`config.mk`:
```
export PLATFORM = sky130hd
export DESIGN_NAME = piezo_melody_seq
export DESIGN_NICKNAME = d
export VERILOG_FILES = /design/src/rtl/piezo_seq_pkg.sv /design/src/rtl/piezo_seq_tick.sv /design/src/rtl/piezo_melody_seq.sv
export SDC_FILE = /design/constraint.sdc
export NUM_CORES = 1
export LEC_CHECK = 0
export CAP_MARGIN = 20
export CORE_MARGIN = 2
export CORE_UTILIZATION = 60
export DETAILED_ROUTE_END_ITERATION = 10
export PLACE_DENSITY = 0.79
export SLEW_MARGIN = 30
export SYNTH_ARGS = -nofsm -noshare
export SYNTH_HDL_FRONTEND = slang
export SYNTH_SLANG_ARGS = --single-unit
```
`constraint.sdc`:
```
create_clock -name clk -period 4.08 [get_ports clk]
set_input_delay 0.816 -clock clk [delete_from_list [all_inputs] [get_ports clk]]
set_output_delay 0.816 -clock clk [all_outputs]
set_load 0.03 [all_outputs]
```
`src/rtl/piezo_seq_pkg.sv`:
```
// Shared types and helpers for the piezo melody sequencer.
package piezo_seq_pkg;

  localparam int NUM_TONES = 13;
  localparam logic [3:0] REST_CODE = 4'd13;

  typedef logic [3:0] tone_code_t;

  typedef enum logic [1:0] {
    IDLE  = 2'd0,
    FETCH = 2'd1,
    PLAY  = 2'd2,
    GAP   = 2'd3
  } seq_state_t;

  // Codes at or above REST_CODE are rests and map to an all-zero bus.
  function automatic logic [NUM_TONES-1:0] tone_onehot(input tone_code_t code);
    logic [NUM_TONES-1:0] v;
    v = '0;
    if (code < REST_CODE) v = {{(NUM_TONES-1){1'b0}}, 1'b1} << code;
    return v;
  endfunction

endpackage

```
`src/rtl/piezo_seq_tick.sv`:
```
// Divide-by-DIV unit counter with synchronous clear; pulses o_unit_tick on the
// last cycle of each DIV-cycle window while enabled.
module piezo_seq_tick #(
  parameter int DIV = 4
) (
  input  logic clk,
  input  logic rst,
  input  logic i_clr,
  input  logic i_en,
  output logic o_unit_tick
);

  localparam int CW = (DIV > 1) ? $clog2(DIV) : 1;
  localparam logic [CW-1:0] LAST = CW'(DIV - 1);

  logic [CW-1:0] r_cnt;

  always_ff @(posedge clk) begin
    if (!rst || i_clr) begin
      r_cnt <= '0;
    end else if (i_en) begin
      r_cnt <= (r_cnt == LAST) ? '0 : r_cnt + 1'b1;
    end
  end

  assign o_unit_tick = i_en && !i_clr && (r_cnt == LAST);

endmodule

```
`src/rtl/piezo_melody_seq.sv`:
```
// Melody sequencer: steps a note table and drives a one-hot piezo tone bus.
// Define PIEZO_SEQ_GAP_EN to insert GAP_CYCLES of silence after every note.
module piezo_melody_seq
  import piezo_seq_pkg::*;
#(
  parameter int DEPTH      = 32,
  parameter int AW         = $clog2(DEPTH),
  parameter int DW         = 4,
  parameter int TICK_DIV   = 250000,
  parameter int GAP_CYCLES = 5000
) (
  input  logic                 clk,
  input  logic                 rst,
  input  logic                 wr_en,
  input  logic [AW-1:0]        wr_addr,
  input  logic [3:0]           wr_note,
  input  logic [DW-1:0]        wr_dur,
  input  logic [AW:0]          num_notes,
  input  logic                 start,
  input  logic                 stop,
  input  logic                 loop,
  output logic [NUM_TONES-1:0] playSound,
  output logic                 busy,
  output logic [AW-1:0]        note_idx,
  output logic                 done
);

`ifdef PIEZO_SEQ_GAP_EN
  localparam bit GAP_EN = 1'b1;
`else
  localparam bit GAP_EN = 1'b0;
`endif

  localparam int WW = 4 + DW;
  localparam logic [AW:0] DEPTH_L = (AW+1)'(DEPTH);

  logic [WW-1:0] r_mem [DEPTH];
  logic [WW-1:0] r_rd_word;

  seq_state_t    r_state, w_state_nxt;
  logic [AW-1:0] r_idx, w_idx_nxt;
  logic [AW:0]   r_len, w_len_nxt;
  logic [DW-1:0] r_units, w_units_nxt;
  logic          r_done, w_done_nxt;

  logic          w_unit_tick, w_gap_tick, w_decide, w_last;
  tone_code_t    w_note;
  logic [DW-1:0] w_dur, w_dur_eff;

  assign busy     = (r_state != IDLE);
  assign note_idx = r_idx;
  assign done     = r_done;

  // Writes land before the FETCH read, so a write issued with start is seen.
  always_ff @(posedge clk) begin
    if (wr_en && !busy) r_mem[wr_addr] <= {wr_note, wr_dur};
  end

  always_ff @(posedge clk) begin
    if (!rst) begin
      r_rd_word <= '0;
    end else if (r_state == FETCH) begin
      r_rd_word <= r_mem[r_idx];
    end
  end

  assign w_note    = r_rd_word[WW-1:DW];
  assign w_dur     = r_rd_word[DW-1:0];
  assign w_dur_eff = (w_dur == '0) ? DW'(1) : w_dur;
  assign w_last    = ({1'b0, r_idx} == (r_len - 1'b1));

  piezo_seq_tick #(.DIV(TICK_DIV)) u_unit_tick (
    .clk         (clk),
    .rst         (rst),
    .i_clr       (r_state != PLAY),
    .i_en        (r_state == PLAY),
    .o_unit_tick (w_unit_tick)
  );

  piezo_seq_tick #(.DIV(GAP_CYCLES)) u_gap_tick (
    .clk         (clk),
    .rst         (rst),
    .i_clr       (r_state != GAP),
    .i_en        (GAP_EN && (r_state == GAP)),
    .o_unit_tick (w_gap_tick)
  );

  always_comb begin
    w_state_nxt = r_state;
    w_idx_nxt   = r_idx;
    w_len_nxt   = r_len;
    w_units_nxt = r_units;
    w_done_nxt  = 1'b0;
    w_decide    = 1'b0;
    case (r_state)
      IDLE: begin
        if (start && (num_notes != '0)) begin
          w_len_nxt   = (num_notes > DEPTH_L) ? DEPTH_L : num_notes;
          w_idx_nxt   = '0;
          w_state_nxt = FETCH;
        end
      end
      FETCH: begin
        w_units_nxt = '0;
        w_state_nxt = PLAY;
      end
      PLAY: begin
        if (w_unit_tick) begin
          if (r_units == (w_dur_eff - 1'b1)) begin
            if (GAP_EN) w_state_nxt = GAP;
            else        w_decide    = 1'b1;
          end else begin
            w_units_nxt = r_units + 1'b1;
          end
        end
      end
      GAP: begin
        if (w_gap_tick) w_decide = 1'b1;
      end
      default: w_state_nxt = IDLE;
    endcase

    // End-of-note decision; loop is sampled on this cycle only.
    if (w_decide) begin
      if (!w_last) begin
        w_idx_nxt   = r_idx + 1'b1;
        w_state_nxt = FETCH;
      end else if (loop) begin
        w_idx_nxt   = '0;
        w_state_nxt = FETCH;
      end else begin
        w_done_nxt  = 1'b1;
        w_state_nxt = IDLE;
      end
    end

    if (stop) begin
      w_state_nxt = IDLE;
      w_idx_nxt   = '0;
      w_done_nxt  = 1'b0;
    end
  end

  always_ff @(posedge clk) begin
    if (!rst) begin
      r_state <= IDLE;
      r_idx   <= '0;
      r_len   <= '0;
      r_units <= '0;
      r_done  <= 1'b0;
    end else begin
      r_state <= w_state_nxt;
      r_idx   <= w_idx_nxt;
      r_len   <= w_len_nxt;
      r_units <= w_units_nxt;
      r_done  <= w_done_nxt;
    end
  end

  assign playSound = (r_state == PLAY) ? tone_onehot(w_note) : '0;

endmodule

```
==> impl_metrics.json <==
{
  "drt_iter0_drc": 588,
  "cp-start-kind": "flop",
  "hold_end": "u_unit_tick.r_cnt[0]",
  "synth-adder-area-share_pct": 0.811,
  "dp_cells": 1003,
  "clockBufferDepth": 3,
  "r2r-end": "r_mem[15][0]",
  "finalCriticalPeriod_ns": 3.49,
  "maxSlewHeadroom_pct": 42.7,
  "syn_nets": 738,
  "timing.final.crit_share_pct": 85.5,
  "worstSkewPairLatency_ns": 0.55,
  "antenna_cells": 0,
  "via_count": 6625,
  "synthCells": 705,
  "yosys.area_share.simple_pct": 8.43,
  "leakagePower_nw": 4.30,
  "syn_area_mm2": 0.0123,
  "cts.root.buffer_cell": "clkbuf_16",
  "crit_chain": "inv_1 > ha_1 > buf_4 > or3b_2 > nor3_1 > clkdlybuf4s50_1",
  "rsz0062_at_grt": "false",
  "htreeDepth": 1,
  "post-cts-setup-buffer-count": 0,
  "drt-pass1-iter-count": 5,
  "cp_max_fo": 15,
  "antenna_found_initial": 0,
  "cts_hold_buf": 0,
  "clock-sinks": 300,
  "drtAntennaViolNets": 0,
  "yosysSeqAreaShare_pct": 69.4,
  "wl_per_cell_um": 24.0,
  "finalSetupTns_ns": 0,
  "synth_top_area_share_pct": 62.2,
  "dieArea_mm2": 0.0217,
  "port_buffers": 44,
  "area_growth_syn_to_layout_pct": 13.5,
  "drt_wl_total_um": 25400,
  "synth_xor_area_share_pct": 1.63,
  "rows": 52,
  "crit_type": "reg2out",
  "async_flop_share_pct": 0,
  "final_core_util_pct": 69.3,
  "rr_startpoint": "r_state[0]",
  "tightest_slew_ns": 0.856,
  "route.detailed.drc": 0,
  "grt.overflow.total": 0,
  "maxSlewViolCount": 0,
  "r2r_slack_ns": 1.37,
  "crit_slowest_cell": "clkdlybuf4s50_1",
  "finalNonFillerCells": 1055,
  "hold_viol": 0,
  "drive_gt1_share_pct": 20.6,
  "start_util_pct": 61.0,
  "ctsResizeCount": 0,
  "grtUsageTotal_pct": 24.1,
  "cp.arrival_ns": 2.67,
  "power_density_mw_per_mm2": 447,
  "p_total_mw": 6.27,
  "synth_cell_types": 55,
  "whs_ns": 0.481,
  "critPathMaxStageDelay_ns": 0.69,
  "grt_max_degree": 33,
  "clk_pin_slew_worst_paths_ns": 0.06,
  "via_per_inst": 6.28,
  "tritoncts": "built",
  "ys.warnings.count": 0,
  "numCtsBuffers": 30,
  "mostFrequentLayoutCells": "256 x edfxtp_1, 79 x mux4_2, 76 x nor2_1",
  "synth_edf_count": 256,
  "synth_area_leaders": "edfxtp_1 62%, mux4_2 14%, dfxtp_1 7.1%",
  "hpwl_um": 16000,
  "synth_top_family_by_area": "multiplexers",
  "synth_flop_cell": "edfxtp_1",
  "synth_compound_area_share_pct": 3.26,
  "fin_skew_ns": 0.0101,
  "cp-end-kind": "output pin",
  "yosysTopAreaCell": "edfxtp_1",
  "die_w_um": 147,
  "drv_cap": 0,
  "nets": 798,
  "coreArea_mm2": 0.0202,
  "min_path_type": "reg2reg",
  "min-delay-start": "u_unit_tick.r_cnt[0]",
  "layout_commonest_cell": "edfxtp_1",
  "peakVddDrop_mv": 0.373,
  "gp_congestion": 0.818,
  "syn_avg_cell_area_um2": 17.5,
  "yosys_register_bits": 300,
  "muxShareOfSynthArea_pct": 14.8,
  "grt_pass1_vias": 6625,
  "min_path_cells": 1,
  "outcome": "finished, final reports clean",
  "worstPathRequired_ns": 3.26,
  "grt_pass1_wl_um": 39400,
  "ff2ff_path_depth": 4,
  "clock.fmax_mhz": 287,
  "die_h_um": 147,
  "io_pins": 45,
  "finalSetupViolCount": 0
}
-- cells by family after synthesis --
family          count (synthesis)
compound gates                 57
fa+ha+maj                       8
flops                         300
mux                            83
buf+inv                        39
xor+xnor                       23
simple gates                  195
-- metal layers --
layer | global-route usage (%) | part of all wire [%] | up-vias
li1 | - | - | 2926
met1 | 35.3 | 42 | 3372
met2 | 39.3 | 50 | 296
met3 | 3.89 | 7.2 | 31
met4 | 5.19 | 1.6 | 0
met5 | 0 | 0 | -
-- flip-flops by register name, summed over array words and instances, names as in the netlist --
name / count
r_len: 6
u_unit_tick.r_cnt: 18
r_mem: 256
r_units: 4
done: 1
r_state: 2
note_idx: 5
r_rd_word: 8
-- cell usage after synthesis (10+ instances only) --
library cell  number
a21oi_1           10
buf_2             10
clkbuf_1          11
dfxtp_1           44
edfxtp_1         256
mux4_2            79
nand2_1           31
nand2b_1          10
nand3_1           14
nor2_1            76
o21ai_0           11
xnor2_1           11
xor2_1            12
-- power breakdown --
group / internal (mW) / switching, mW / leakage (nW) / total, mW
Clock: 1.63 / 1.10 / 0.482 / 2.72
Sequential: 3.35 / 0.0156 / 2.66 / 3.37
Combinational: 0.0602 / 0.120 / 1.15 / 0.180
-- area by class of cell --
type / count / area (µm²)
clock buffer: 34 / 787
clock inverter: 18 / 195
fill: 1275 / 6210
inverter: 9 / 33.8
multi-input combinational: 366 / 3570
sequential: 300 / 8570
tap: 270 / 338
timing repair buffer: 58 / 523
-- worst max-delay path: cells and delay by family (launching register included) --
family | cells | cell delay, ns
adder cells (fa/ha/maj) | 1 | 0.16
buffers and inverters | 3 | 0.98
AND/OR/NAND/NOR | 2 | 0.67
flip-flops | 1 | 0.31
-- worst max path at each step --
stage,slack [ns],to,cells past startpoint,from
4_1_cts,0.56,playSound[0],6,r_state[0]
5_1_grt,0.48,playSound[0],6,r_state[0]
3_5_place_dp,1.09,r_mem[0][3],4,wr_en
6_report,0.59,playSound[0],6,r_state[0]
3_3_place_gp,1.16,r_mem[8][0],4,wr_en
2_1_floorplan,1.51,playSound[0],4,r_state[0]
-- through the flow --
| step | setup WS [ns] | instance area [µm²] |
|---|---|---|
| 3_5_place_dp | 1.09 | 13000 |
| 5_1_grt | 0.475 | 14000 |
| 4_1_cts | 0.557 | 14000 |
| 6_report | 0.590 | 14000 |
| 2_1_floorplan | 1.51 | 12300 |
| 3_3_place_gp | 1.16 | 13100 |
Power figures use the tool's default switching activity.
